==> config.mk <==
export PLATFORM = sky130hd
export DESIGN_NAME = mc_control
export DESIGN_NICKNAME = d
export VERILOG_FILES = /design/src/rtl/mc_control.sv
export SDC_FILE = /design/constraint.sdc
export NUM_CORES = 1
export LEC_CHECK = 0
export ABC_AREA = 0
export ABC_CLOCK_PERIOD_IN_PS = 2700
export BUFFER_PORTS_ARGS = -buffer_cell sky130_fd_sc_hd__buf_2
export CELL_PAD_IN_SITES_DETAIL_PLACEMENT = 1
export CELL_PAD_IN_SITES_GLOBAL_PLACEMENT = 2
export CORE_UTILIZATION = 21
export CTS_CLUSTER_SIZE = 12
export DETAILED_ROUTE_END_ITERATION = 7
export MAX_ROUTING_LAYER = met4
export PLACE_DENSITY = 0.79
export SYNTH_ARGS = -nofsm -noshare
export SYNTH_HDL_FRONTEND = slang
export SYNTH_SLANG_ARGS = --single-unit
==> constraint.sdc <==
create_clock -name clk -period 2.7 [get_ports clk]
set_clock_uncertainty 0.1 [all_clocks]
set_input_delay 0.27 -clock clk [delete_from_list [all_inputs] [get_ports clk]]
set_output_delay 0.27 -clock clk [all_outputs]
set_load 0.02 [all_outputs]
==> src/rtl/mc_control.sv <==
// Multi-cycle control FSM for a small MIPS subset (addu, subu, ori, lui, lw, sw, beq, j).
// Moore outputs from the current state; only PCWr in BRANCH follows the live zero flag.
module mc_control #(
    parameter int STATE_W = 4
) (
    input  logic               clk,
    input  logic               reset,
    input  logic [5:0]         op,
    input  logic [5:0]         funct,
    input  logic               zero,
    output logic               PCWr,
    output logic               IRWr,
    output logic               RegWr,
    output logic               MemWr,
    output logic [1:0]         ALUOp,
    output logic               ALUSrcB,
    output logic [1:0]         ExtOp,
    output logic               RegDst,
    output logic               MemtoReg,
    output logic [1:0]         NPCOp,
    output logic [STATE_W-1:0] state
);

    typedef enum logic [STATE_W-1:0] {
        FETCH   = 'd0,
        DECODE  = 'd1,
        MEM_ADR = 'd2,
        MEM_RD  = 'd3,
        MEM_WB  = 'd4,
        MEM_WR  = 'd5,
        EXEC_R  = 'd6,
        R_WB    = 'd7,
        EXEC_I  = 'd8,
        I_WB    = 'd9,
        BRANCH  = 'd10,
        JUMP    = 'd11
    } state_e;

    localparam logic [5:0] OP_RTYPE = 6'b000000;
    localparam logic [5:0] OP_ORI   = 6'b001101;
    localparam logic [5:0] OP_LUI   = 6'b001111;
    localparam logic [5:0] OP_LW    = 6'b100011;
    localparam logic [5:0] OP_SW    = 6'b101011;
    localparam logic [5:0] OP_BEQ   = 6'b000100;
    localparam logic [5:0] OP_J     = 6'b000010;
    localparam logic [5:0] FN_ADDU  = 6'b100001;
    localparam logic [5:0] FN_SUBU  = 6'b100011;

    localparam logic [1:0] ALU_ADD  = 2'b00;
    localparam logic [1:0] ALU_SUB  = 2'b01;
    localparam logic [1:0] ALU_OR   = 2'b10;
    localparam logic [1:0] EXT_ZERO = 2'b00;
    localparam logic [1:0] EXT_SIGN = 2'b01;
    localparam logic [1:0] EXT_HI   = 2'b10;
    localparam logic [1:0] NPC_SEQ  = 2'b00;
    localparam logic [1:0] NPC_BR   = 2'b01;
    localparam logic [1:0] NPC_JMP  = 2'b10;

    // Plain vector for the register so undefined codes 12-15 are representable.
    logic [STATE_W-1:0] state_q;
    state_e             state_d;

    logic is_rtype, is_itype, is_mem, is_beq, is_j, is_lui;
    logic [1:0] r_alu;

    always_comb begin
        is_rtype = (op == OP_RTYPE) && ((funct == FN_ADDU) || (funct == FN_SUBU));
        is_itype = (op == OP_ORI) || (op == OP_LUI);
        is_mem   = (op == OP_LW) || (op == OP_SW);
        is_beq   = (op == OP_BEQ);
        is_j     = (op == OP_J);
        is_lui   = (op == OP_LUI);
        r_alu    = (funct == FN_SUBU) ? ALU_SUB : ALU_ADD;
    end

    always_ff @(posedge clk or negedge reset) begin
        if (!reset) begin
            state_q <= FETCH;
        end else begin
            state_q <= state_d;
        end
    end

    // Anything without an explicit successor, including unused codes, restarts at FETCH.
    always_comb begin
        state_d = FETCH;
        case (state_q)
            FETCH:   state_d = DECODE;
            DECODE: begin
                if (is_rtype)      state_d = EXEC_R;
                else if (is_itype) state_d = EXEC_I;
                else if (is_mem)   state_d = MEM_ADR;
                else if (is_beq)   state_d = BRANCH;
                else if (is_j)     state_d = JUMP;
                else               state_d = FETCH;
            end
            MEM_ADR: state_d = (op == OP_LW) ? MEM_RD : MEM_WR;
            MEM_RD:  state_d = MEM_WB;
            EXEC_R:  state_d = R_WB;
            EXEC_I:  state_d = I_WB;
            default: state_d = FETCH;
        endcase
    end

    logic pc_wr, ir_wr, reg_wr, mem_wr;

    always_comb begin
        pc_wr    = 1'b0;
        ir_wr    = 1'b0;
        reg_wr   = 1'b0;
        mem_wr   = 1'b0;
        ALUOp    = ALU_ADD;
        ALUSrcB  = 1'b0;
        ExtOp    = EXT_ZERO;
        RegDst   = 1'b0;
        MemtoReg = 1'b0;
        NPCOp    = NPC_SEQ;
        case (state_q)
            FETCH: begin
                ir_wr = 1'b1;
                pc_wr = 1'b1;
            end
            EXEC_R: begin
                ALUOp = r_alu;
            end
            R_WB: begin
                ALUOp  = r_alu;
                reg_wr = 1'b1;
                RegDst = 1'b1;
            end
            EXEC_I: begin
                ALUSrcB = 1'b1;
                ALUOp   = ALU_OR;
                ExtOp   = is_lui ? EXT_HI : EXT_ZERO;
            end
            I_WB: begin
                ALUSrcB = 1'b1;
                ALUOp   = ALU_OR;
                ExtOp   = is_lui ? EXT_HI : EXT_ZERO;
                reg_wr  = 1'b1;
            end
            MEM_ADR, MEM_RD: begin
                ALUSrcB = 1'b1;
                ExtOp   = EXT_SIGN;
            end
            MEM_WB: begin
                ALUSrcB  = 1'b1;
                ExtOp    = EXT_SIGN;
                reg_wr   = 1'b1;
                MemtoReg = 1'b1;
            end
            MEM_WR: begin
                ALUSrcB = 1'b1;
                ExtOp   = EXT_SIGN;
                mem_wr  = 1'b1;
            end
            BRANCH: begin
                ALUOp = ALU_SUB;
                ExtOp = EXT_SIGN;
                NPCOp = NPC_BR;
                pc_wr = zero;
            end
            JUMP: begin
                NPCOp = NPC_JMP;
                pc_wr = 1'b1;
            end
            default: ;
        endcase
    end

    // Strobes are killed by reset combinationally, not just via the state flop.
    assign PCWr  = pc_wr  & reset;
    assign IRWr  = ir_wr  & reset;
    assign RegWr = reg_wr & reset;
    assign MemWr = mem_wr & reset;
    assign state = state_q;

endmodule

# After elaboration in Yosys (flattened, before gate mapping)

Cells that the tools add are included.

Flip-flop bits (word level): 4
Input bits: 15
Output and inout port bits: 17
Logic and storage cells: 55

Equal/unequal tests: 19
Muxes and demuxes: 19
Bitwise operators: 4
Reductions and logical operators: 12

Operators by type and width:

| operator             | count |
|---|---|
| $eq A6 B6 Y1 const B | 4 |
| $pmux W4 S6          | 1 |
| $mux W4              | 5 |
| $eq A4 B3 Y1 const B | 4 |
| $eq A4 B4 Y1 const B | 4 |
| $eq A6 B4 Y1 const B | 2 |
| $eq A4 B2 Y1 const B | 2 |
| $pmux W2 S2          | 2 |
| $mux W1              | 7 |
| $eq A6 B2 Y1 const B | 1 |
| $eq A6 B3 Y1 const B | 1 |
| $logic_not A6 Y1     | 1 |
| $pmux W2 S3          | 1 |
| $reduce_or A2 Y1     | 3 |
| $reduce_or A6 Y1     | 1 |
| $reduce_or A5 Y1     | 1 |
| $and A1 B1 Y1        | 4 |
| $eq A4 B1 Y1 const B | 1 |
| $logic_not A4 Y1     | 1 |
| $logic_or A1 B1 Y1   | 3 |
| $mux W3              | 1 |
| $reduce_or A3 Y1     | 1 |
| $mux W2              | 1 |
| $pmux W1 S2          | 1 |
| $logic_and A1 B1 Y1  | 1 |

# Logic depth before layout (Yosys ltp)

Depth in word-level cells: 7
Mapped depth: 5
Depth with buffers taken out: 4

# Worst setup path after synthesis

Ideal clock, no wire load.

Path type: flip-flop to output port
Start point: register state_q[0], in the netlist state[0]
End point: output port RegWr
Arrival time: 1537 ps
Data required time: 2330 ps
Setup slack: 793 ps
Stages on the path, launching flop included: 4
Path buffers: 1
Path through: dfrtp_1 > buf_6 > nor3_1 > o21a_1

Cells in the longest elaborated chain, start to end: 4
Elaborated cells between the ends (all ways): 6
Classes of those cells: eq/ne: 3; mux: 1; bitwise: 1; reduce/logical: 1

RTL lines:

| what                                         | RTL line | source |
|---|---|---|
| from (decl)                                  | 60       | `logic [STATE_W-1:0] state_q;` |
| from (signal assigned)                       | 80       | `state_q <= state_d;` |
| $eq A4 B3 Y1 or $eq A4 B4 Y1 (tied branches) | 118      | `case (state_q)` |
| $reduce_or A3 Y1 (no line) *                 | -        |  |
| $mux W1 *                                    | 118      |  |
| $and A1 B1 Y1 *                              | 174      | `assign RegWr = reg_wr & reset;` |
| to (decl)                                    | 13       | `output logic RegWr,` |

Mark *: on every way between the ends. The rest lies on a longest branch, timed or not.

# Worst setup path after layout

Start point: register state_q[1], in the netlist state[1]
End point: output port RegWr

The elaborated chain is that of the path after synthesis.

==> results.py <==
metrics = {
    "outcome": {
        "status": "finished, final reports clean",
    },
    "sta": {
        "hold_viol_final": 0,
        "setup_viol": 0,
        "period_minus_slack_ns": 1.97,
        "finalCritPeriodShare_pct": 73.0,
        "rsz0062_at_grt": "no",
        "relSlewSlack_pct": 69.5,
        "slew_violations": 0,
        "timing.fmax_mhz": 507,
        "tns_ns": 0,
        "tightestPinTransition_ns": 0.457,
    },
    "power_and_ir_drop": {
        "ir_drop_mv": 0.261,
        "totalPowerFinal_uw": 336,
        "p_leak_uw": 0.000342,
        "power_density_mw_per_mm2": 498,
    },
    "synthesis": {
        "netlist-cell-type-count": 35,
        "avgSynthCellArea_um2": 7.49,
        "synth.area.top_cells": "dfrtp_1 20%, buf_6 6.8%, nor3_1 5.1%, nand2_1 4.6%, nor2_1 4.6%",
        "synth_top_family_by_area": "simple AND/OR/NAND/NOR gates",
        "synthesis.area_um2": 494,
        "yosys.area_share.adder_pct": 0,
        "synth_xor_xnor_area_share_pct": 1.77,
        "ys.warnings.count": 0,
        "synth.top_cell.area_share_pct": 20.3,
        "ys_seq_elements": 4,
        "yosysTopAreaCell": "dfrtp_1",
        "synth_compound_area_share_pct": 27.8,
        "synth_simple_gate_area_share_pct": 38.7,
        "synthMuxAreaShare_pct": 0,
        "ys_seq_area_share_pct": 20.3,
        "syn-instance-count": 66,
        "syn-num-nets": 81,
    },
    "clocking": {
        "cts_tree": "yes",
        "clk_pin_slew_worst_paths_ns": 0.04,
        "cts_sinks": 4,
        "ctsResizeCount": 0,
        "clock_path_buffers": 2,
        "clockRootBuffer": "clkbuf_4",
        "clock_latency_ns": 0.24,
        "numCtsBuffers": 3,
        "htree_levels": 1,
    },
    "global_routing": {
        "gr-usage-met3_pct": 6.36,
        "grt.overflow.total": 0,
        "gr-usage-met1_pct": 15.0,
        "grtUsageMet2_pct": 22.9,
        "grt_pass1_vias": 573,
        "antenna_found_initial": 0,
        "busiest_layer": "met2",
        "grt_pass1_wl_um": 2540,
        "grt_max_degree": 18,
        "grt_usage_pct": 13.8,
    },
    "finish": {
        "area_delta_synth_final_pct": 36.7,
        "final_common_cell": "buf_2",
        "drive_above_1_share_pct": 37.1,
        "final_cell_mix": "31 x buf_2, 6 x nand2_1, 6 x nor2_1",
        "utilization_pct": 30.5,
        "final_nets": 114,
        "diodes": 0,
        "num-fill-cells": 297,
        "largest_reg_flops": 4,
    },
    "route": {
        "viasPerCell": 4.97,
        "wl_per_cell_um": 12.4,
        "drt-initial-drc-count": 7,
        "drt_first_pass_iters": 2,
        "vias": 621,
        "drtAntennaViolNets": 0,
        "wl_um": 1550,
        "drc": 0,
    },
    "die": {
        "dieHeight_um": 50.5,
        "boundaryPins": 32,
        "die_x_um": 50.5,
        "core.rowCount": 17,
        "start_util_pct": 22.3,
        "core_mm2": 0.00221,
        "die_area_mm2": 0.00255,
    },
    "setup_path": {
        "endpoint_kind": "output pin",
        "worstSetupPathType": "register to output pin",
        "worst_path_max_delay_cell": "dfrtp_1",
        "crit_required_ns": 2.33,
        "cp_data_arrival_time_ns": 1.60,
        "start_kind": "register",
        "cpPeakStageDelay_ns": 0.53,
        "worstPathMaxFanout": 16,
        "crit_path_cell_trace": "nor2_1 -> nand2_1 -> a21boi_0 -> o21a_1 -> buf_2",
        "path_buf_inv": 1,
        "path_delay_family": "flip-flops",
    },
    "placed_design": {
        "gp_congestion": 0.790,
        "hpwlAfterDp_um": 1220,
        "port_buffers": 31,
    },
    "min_path": {
        "min_path_type": "primary input to async pin",
    },
    "run": {
        "maxCapViolations": 0,
    },
}
==> repair_timing <==
| action | CTS | global route |
|---|---|---|
| setup buffers | 0 | 0 |
| endpoints found under the hold margin | 4 | 0 |
| hold buffers | 1 | 0 |
==> cells by family (layout without fill, tap and decap cells) <==
family / count (synthesis) / count (layout)
compound gates: 19 / 19
buf+inv: 8 / 39
flops: 4 / 4
xor+xnor: 1 / 1
simple gates: 34 / 34
==> stage by stage <==
stage	instances	setup WS (ns)	hold slack [ns]	instance area, um^2
floorplan	66	0.793	-0.126	494
global placement	121	0.998	0.00308	643
detailed placement	121	0.976	0.00453	643
CTS	125	0.716	0.294	676
global route	125	0.587	0.296	676
finish	125	0.728	0.297	676
==> worst paths after layout <==
kind,from,to,slack [ns],cells past startpoint
setup / recovery,state[1],RegWr,0.73,5
hold / removal,reset,state[3],0.30,2
setup reg to reg,state[1],state[2],1.18,3
hold reg to reg,state[2],state[3],0.56,1
max in group asynchronous,reset,state[1],2.05,2
min in group clk,op[1],state[0],0.30,3
==> power breakdown <==
part | switching, uW | internal [uW]
sequential | 42.2 | 70.9
combinational | 90.2 | 59.0
clock | 24.2 | 49.7
==> metal layers <==
metal / vias to the layer above / part of all wire (%)
met2: 20 / 50
met5: - / 0
met3: 0 / 7.0
li1: 312 / -
met1: 289 / 43
met4: 0 / 0
==> cell type report <==
cell class                 instances  area (um^2)  share of cell area [%]
multi-input combinational         54          338                    50.0
inverter                           4         15.0                    2.22
clock buffer                       3         22.5                    3.33
tap                               28         35.0                    5.19
sequential                         4          100                    14.8
timing repair buffer              32          165                    24.4
==> cells in the mapped netlist <==
master / number
a211o_1: 1
a211oi_1: 1
a21boi_0: 1
a21oi_1: 3
a31oi_1: 2
a41o_1: 1
and3_1: 1
and4_1: 1
and4b_1: 1
buf_6: 3
clkbuf_4: 1
dfrtp_1: 4
inv_1: 4
nand2_1: 6
nand2b_1: 1
nand3_1: 2
nand4_1: 1
nand4b_1: 1
nor2_1: 6
nor2b_1: 3
nor3_1: 5
nor3b_1: 1
nor4_1: 1
nor4_2: 1
o211ai_1: 1
o21a_1: 1
o21ai_0: 4
o31a_1: 1
o31ai_1: 1
o32ai_1: 1
o41ai_2: 1
or2_1: 1
or3_1: 1
or4_1: 1
xnor2_1: 1
Note: power is estimated with default switching activity, not from simulation.
